==> src/rtl/wwfa_crossbar_scheduler_if.sv <==
// Handshake bundle between the input-port queue heads,
// the crossbar datapath and the wavefront connection scheduler.
interface wwfa_crossbar_scheduler_if;
    logic [3:0] req;
    logic [7:0] addr;
    logic [3:0] xfer;
    logic [3:0] last;
    logic [3:0] out_blocked;
    logic [3:0] grant;
    logic [7:0] conn_dst;
    logic [7:0] out_sel;
    logic [3:0] out_busy;
    logic [1:0] prio_diag;
    logic [3:0] timeout_evt;

    modport master (
        output req,
        output addr,
        output xfer,
        output last,
        output out_blocked,
        input  grant,
        input  conn_dst,
        input  out_sel,
        input  out_busy,
        input  prio_diag,
        input  timeout_evt
    );

    modport slave (
        input  req,
        input  addr,
        input  xfer,
        input  last,
        input  out_blocked,
        output grant,
        output conn_dst,
        output out_sel,
        output out_busy,
        output prio_diag,
        output timeout_evt
    );
endinterface

==> src/rtl/wwfa_crossbar_scheduler.sv <==
// 4x4 crossbar connection scheduler: registered wrapped-wavefront
// arbiter with rotating priority diagonal, EOP and idle-timeout release.
module wwfa_crossbar_scheduler #(
    parameter int N_PORTS = 4,
    parameter int ADDR_W  = 2,
    parameter int TIMEOUT = 255
) (
    input logic clk,
    input logic reset,
    wwfa_crossbar_scheduler_if.slave bus
);

    if (N_PORTS != 4 || ADDR_W != 2) begin : g_bad_size
        $error("wwfa_crossbar_scheduler supports only a 4x4 crossbar");
    end

    if (TIMEOUT < 0 || TIMEOUT > 255) begin : g_bad_timeout
        $error("wwfa_crossbar_scheduler TIMEOUT must be 0..255");
    end

    localparam logic [7:0] TO_VAL = 8'(TIMEOUT);
    localparam bit         TO_EN  = (TIMEOUT != 0);

    logic [3:0]      grant_q;
    logic [3:0][1:0] dst_q;
    logic [3:0][1:0] sel_q;
    logic [3:0]      busy_q;
    logic [1:0]      prio_q;
    logic [3:0]      tevt_q;
    logic [3:0][7:0] idle_q;

    logic [3:0]      eop;
    logic [3:0]      to_hit;
    logic [3:0]      rel;
    logic [3:0]      rel_col;
    logic [3:0]      win_row;
    logic [3:0]      win_col;
    logic [3:0][1:0] win_dst;
    logic [3:0][1:0] win_src;

    // Column of cell in row i on the k-th diagonal of the wave.
    function automatic logic [1:0] cell_col(
        input logic [1:0] p,
        input int         k,
        input int         i
    );
        return 2'(int'(p) + k - i);
    endfunction

    // Release sources: qualified end-of-packet or expired idle counter.
    always_comb begin
        eop     = '0;
        to_hit  = '0;
        rel     = '0;
        rel_col = '0;
        for (int i = 0; i < 4; i++) begin
            eop[i]    = grant_q[i] & bus.xfer[i] & bus.last[i];
            to_hit[i] = TO_EN && grant_q[i] && (idle_q[i] == TO_VAL);
            rel[i]    = eop[i] | to_hit[i];
            if (rel[i]) begin
                rel_col[dst_q[i]] = 1'b1;
            end
        end
    end

    // Wavefront sweep: diagonals P..P+3, earlier winners mask later cells.
    always_comb begin
        win_row = '0;
        win_col = '0;
        win_dst = '0;
        win_src = '0;
        for (int k = 0; k < 4; k++) begin
            for (int i = 0; i < 4; i++) begin
                if (bus.req[i]
                    && bus.addr[2*i +: 2] == cell_col(prio_q, k, i)
                    && !grant_q[i]
                    && !win_row[i]
                    && !busy_q[cell_col(prio_q, k, i)]
                    && !bus.out_blocked[cell_col(prio_q, k, i)]
                    && !win_col[cell_col(prio_q, k, i)]) begin
                    win_row[i] = 1'b1;
                    win_col[cell_col(prio_q, k, i)] = 1'b1;
                    win_dst[i] = cell_col(prio_q, k, i);
                    win_src[cell_col(prio_q, k, i)] = 2'(i);
                end
            end
        end
    end

    // Row state: set on a win, cleared on release.
    always_ff @(posedge clk or posedge reset) begin
        if (reset) begin
            grant_q <= '0;
            dst_q   <= '0;
        end else begin
            for (int i = 0; i < 4; i++) begin
                if (rel[i]) begin
                    grant_q[i] <= 1'b0;
                end else if (win_row[i]) begin
                    grant_q[i] <= 1'b1;
                    dst_q[i]   <= win_dst[i];
                end
            end
        end
    end

    // Column state: mirrors row state so busy/select track held links.
    always_ff @(posedge clk or posedge reset) begin
        if (reset) begin
            busy_q <= '0;
            sel_q  <= '0;
        end else begin
            for (int j = 0; j < 4; j++) begin
                if (win_col[j]) begin
                    busy_q[j] <= 1'b1;
                    sel_q[j]  <= win_src[j];
                end else if (rel_col[j]) begin
                    busy_q[j] <= 1'b0;
                end
            end
        end
    end

    // Priority rotates only when a new grant is issued; timeout pulse.
    always_ff @(posedge clk or posedge reset) begin
        if (reset) begin
            prio_q <= '0;
            tevt_q <= '0;
        end else begin
            if (|win_row) begin
                prio_q <= prio_q + 2'd1;
            end
            tevt_q <= to_hit & ~eop;
        end
    end

    // Saturating idle counters for held connections.
    always_ff @(posedge clk or posedge reset) begin
        if (reset) begin
            idle_q <= '0;
        end else begin
            for (int i = 0; i < 4; i++) begin
                if (!grant_q[i] || rel[i] || bus.xfer[i]) begin
                    idle_q[i] <= '0;
                end else if (idle_q[i] != 8'hFF) begin
                    idle_q[i] <= idle_q[i] + 8'd1;
                end
            end
        end
    end

    assign bus.grant       = grant_q;
    assign bus.conn_dst    = dst_q;
    assign bus.out_sel     = sel_q;
    assign bus.out_busy    = busy_q;
    assign bus.prio_diag   = prio_q;
    assign bus.timeout_evt = tevt_q;

endmodule

==> src/flat_wrapper.sv <==
// flat-port wrapper written by rule: the top's interface ports become plain ports
module wwfa_crossbar_scheduler_flat 
#(
    parameter int N_PORTS = 4,
    parameter int ADDR_W  = 2,
    parameter int TIMEOUT = 255
)
  (clk, reset, bus_req, bus_addr, bus_xfer, bus_last, bus_out_blocked, bus_grant, bus_conn_dst, bus_out_sel, bus_out_busy, bus_prio_diag, bus_timeout_evt);
  wwfa_crossbar_scheduler_if bus_i ();
  input logic clk;
  input logic reset;
  input wire logic [$bits(bus_i.req)-1:0] bus_req;
  input wire logic [$bits(bus_i.addr)-1:0] bus_addr;
  input wire logic [$bits(bus_i.xfer)-1:0] bus_xfer;
  input wire logic [$bits(bus_i.last)-1:0] bus_last;
  input wire logic [$bits(bus_i.out_blocked)-1:0] bus_out_blocked;
  output wire logic [$bits(bus_i.grant)-1:0] bus_grant;
  output wire logic [$bits(bus_i.conn_dst)-1:0] bus_conn_dst;
  output wire logic [$bits(bus_i.out_sel)-1:0] bus_out_sel;
  output wire logic [$bits(bus_i.out_busy)-1:0] bus_out_busy;
  output wire logic [$bits(bus_i.prio_diag)-1:0] bus_prio_diag;
  output wire logic [$bits(bus_i.timeout_evt)-1:0] bus_timeout_evt;
  assign bus_i.req = bus_req;
  assign bus_i.addr = bus_addr;
  assign bus_i.xfer = bus_xfer;
  assign bus_i.last = bus_last;
  assign bus_i.out_blocked = bus_out_blocked;
  assign bus_grant = bus_i.grant;
  assign bus_conn_dst = bus_i.conn_dst;
  assign bus_out_sel = bus_i.out_sel;
  assign bus_out_busy = bus_i.out_busy;
  assign bus_prio_diag = bus_i.prio_diag;
  assign bus_timeout_evt = bus_i.timeout_evt;
  wwfa_crossbar_scheduler #(.N_PORTS(N_PORTS), .ADDR_W(ADDR_W), .TIMEOUT(TIMEOUT)) u_core (.clk(clk), .reset(reset), .bus(bus_i));
endmodule
==> config.mk <==
export PLATFORM = sky130hd
export DESIGN_NAME = wwfa_crossbar_scheduler_flat
export DESIGN_NICKNAME = d
export VERILOG_FILES = /design/src/rtl/wwfa_crossbar_scheduler_if.sv /design/src/rtl/wwfa_crossbar_scheduler.sv /design/src/flat_wrapper.sv
export SDC_FILE = /design/constraint.sdc
export NUM_CORES = 1
export LEC_CHECK = 0
export CORE_ASPECT_RATIO = 0.8
export CORE_MARGIN = 3
export CORE_UTILIZATION = 55
export CTS_CLUSTER_DIAMETER = 100
export CTS_CLUSTER_SIZE = 8
export DETAILED_ROUTE_END_ITERATION = 8
export PLACE_DENSITY_LB_ADDON = 0.3
export SETUP_SLACK_MARGIN = 0.05
export SYNTH_ARGS = -nofsm -noshare
export SYNTH_HDL_FRONTEND = slang
export SYNTH_SLANG_ARGS = --single-unit
==> constraint.sdc <==
create_clock -name clk -period 13.2 [get_ports clk]
set_input_delay 2.64 -clock clk [delete_from_list [all_inputs] [get_ports clk]]
set_output_delay 2.64 -clock clk [all_outputs]
set_load 0.005 [all_outputs]
==> impl_metrics.csv <==
group,metric,value,unit
sta,rsz0062_at_grt,"no",
cells_and_area,multiInputGateArea,4540,sq um
grt,antenna_found_initial,0,
sta,tns,0,ps
sta,max_slew_margin,0.269,
hold_path,hp-class,"reg -> reg",
grt,use_met1,0.511,
yosys,synth-edff-count,0,
detailed_routing,drt_iter0_drc,1186,
grt,grt_overflow,0,
place,io_buffers,55,
worst_setup_path,critPathKind,"in -> reg",
cells_and_area,drive_above_1_share,0.113,
sta,period_needed,12580,ps
detailed_routing,routed_via_density,7.35,
clock_tree,cts_max_path_buffers,2,
clock_tree,cts_htree_levels,3,
clock_tree,root_buffer,"clkbuf_16",
yosys,syn_area_per_cell,7.80,sq um
yosys,synth.distinct_cells,113,
yosys,syn_area,6370,sq um
yosys,syn_inst,817,
clock_tree,cts_tree,"yes",
sta,hold_ws,495,ps
sta,slew_violations,0,
flow_run,maxCapViolCount,0,
grt,grt_max_degree,63,
sta,setup_ws,617,ps
cells_and_area,num_antenna_cells,0,
clock_tree,postCtsSetupRepairBufs,0,
yosys,yosysWarningCount,0,
cells_and_area,nNetsFinal,894,
clock_tree,clock_latency,340,ps
sta,fmax,79.5,MHz
grt,grt_pass1_vias,6900,
floorplanning,chipHeight,102,um
grt,met2_usage,0.547,
sta,finalHoldViolations,0,
detailed_routing,wl,24900,um
detailed_routing,remaining_drc_errors,0,
cells_and_area,area_growth,15.9,%
yosys,ys_ff_latch,62,
yosys,yosysSeqAreaShare,0.244,
cells_and_area,final_common_cell,"nand2_1",
detailed_routing,drtPass1Iterations,8,
place,placed_area,7060,sq um
detailed_routing,num_vias,7408,
clock_tree,cts_resized,0,
cells_and_area,fin_area,7380,sq um
place,gp_congestion,1.13,
place,place_ws,737,ps
yosys,syn-num-nets,851,
worst_setup_path,cp.arrival,12830,ps
sta,finalClockSkew,5.24,ps
detailed_routing,wl_per_cell,24.7,um
floorplanning,core_area,11100,sq um
cells_and_area,utilization,0.665,
outcome,status,"completed",
floorplanning,ios,56,
floorplanning,start_util,0.574,
cells_and_area,mostFrequentLayoutCells,"nand2_1, nor2_1, dfrtp_1",
worst_setup_path,start_kind,"input pin",
place,hpwl,18400,um
clock_tree,cts_buffers,9,
power,p_leak,2.86,nW
cells_and_area,final-seq-area,1550,sq um
power,peakVddDrop,128,uV
floorplanning,dieArea,12900,sq um
power,p_per_area,246,nW/um^2
clock_tree,clkTransAtPathRegs,50,ps
detailed_routing,ant_nets,0,
clock_tree,postCtsHoldBufs,0,
sta,setup-violations-final,0,
grt,grt_busiest_layer,"met2",
sta,min_period_over_period,0.953,
yosys,async_flop_share,1.00,
grt,grt_use_met3,0.185,
sta,worst_pin_slew,1090,ps
cells_and_area,nFillCells,916,
worst_setup_path,worst_setup_path_end_kind,"flip-flop",
floorplanning,num_rows,34,
grt,grt_pass1_wl,38700,um
floorplanning,die_w,126,um
yosys,ys.flop_type,"dfrtp_1",
grt,grt_usage,0.383,
worst_setup_path,cp.required,13440,ps
clock_tree,cts.sinks,62,
worst_setup_path,crit_fanout,12,
[layout make-up]
cell class	instances	share of cell area
tap	144	0.0244
inverter	27	0.0137
timing repair buffer	72	0.0919
clock inverter	4	0.00949
sequential	62	0.210
multi-input combinational	688	0.616
clock buffer	11	0.0342
[critical path, stage by stage]
cell             delay [ps]
clkdlybuf4s50_1         510
nor3b_1                 460
o211ai_1                220
a2111oi_1               680
a22oi_2                 230
a22o_1                  360
o21ai_0                 800
a221oi_4                210
a2111o_1                580
a311oi_4                430
o211ai_4                180
a31oi_4                 420
o21ai_1                 210
o2bb2ai_2               220
a21oi_1                 750
nand2_1                 300
o211ai_2                210
o21ai_1                 140
a2111oi_2               650
nor3b_2                 210
a211oi_1                380
a22oi_1                 240
nor3_1                  430
o2bb2ai_4               150
nor4b_2                 500
nand4_1                 170
a21oi_1                 330
mux2i_1                 220
[Yosys cell counts, drive strengths merged (9+ instances only)]
master | instances | area share
xnor2 | 21 | 0.029
and3 | 14 | 0.014
nand2 | 110 | 0.065
o31ai | 9 | 0.011
and2 | 11 | 0.011
nand3 | 42 | 0.033
xor2 | 16 | 0.022
clkbuf | 26 | 0.015
nor2 | 109 | 0.065
o21ai | 42 | 0.034
a22oi | 9 | 0.011
dfrtp | 62 | 0.24
nor4 | 13 | 0.014
o211ai | 11 | 0.018
a31oi | 16 | 0.018
a2111oi | 9 | 0.021
buf | 14 | 0.012
nor3 | 36 | 0.028
a21oi | 35 | 0.028
inv | 24 | 0.014
[routing by layer]
layer  vias to the layer above  wire (um)
li1                       3173          -
met1                      3502       9810
met2                       630      10100
met3                       103       4150
met4                         0        813
met5                         -          0
[worst paths after layout]
path                                              start                       to  slack [ps]  cells past startpoint
worst max-delay path                 bus_out_blocked[2]  u_core.bus.prio_diag[1]         620                     28
worst min-delay path                  u_core.idle_q[16]        u_core.idle_q[16]         500                      1
worst max register to register  u_core.bus.prio_diag[1]  u_core.bus.prio_diag[1]        1630                     30
worst min register to register        u_core.idle_q[16]        u_core.idle_q[16]         500                      1
max in group asynchronous                         reset  u_core.bus.prio_diag[0]        9800                      3
min in group asynchronous                         reset      u_core.bus.grant[0]        2860                      3
[flip-flops by register name, summed over array words and instances (netlist names)]
register and flops:
u_core.bus.grant 4, u_core.idle_q 32, u_core.bus.prio_diag 2, u_core.bus.out_sel 8, u_core.bus.out_busy 4, u_core.bus.timeout_evt 4, u_core.bus.conn_dst 8
[logic make-up (layout without fill, tap and decap cells)]
kind of cell	after synthesis	after routing	synth area share
simple gates	385	385	0.292
buf+inv	67	114	0.0428
xor+xnor	37	37	0.0509
flops	62	62	0.244
compound gates	249	249	0.335
mux	9	9	0.0202
fa+ha+maj	8	8	0.0157
[report_power, final]
| group | total [mW] | switching [mW] | internal (mW) |
|---|---|---|---|
| combinational | 1.24 | 0.817 | 0.423 |
| clock | 0.257 | 0.0829 | 0.174 |
| sequential | 0.317 | 0.0795 | 0.238 |
[through the flow]
stage | cells | power (mW)
after floorplan | 817 | 1.08
after global placement | 993 | 1.48
after detailed placement | 993 | 1.49
after CTS | 1008 | 1.75
after global routing | 1008 | 1.90
final | 1008 | 1.81
Note: power is estimated with default switching activity, not from simulation.
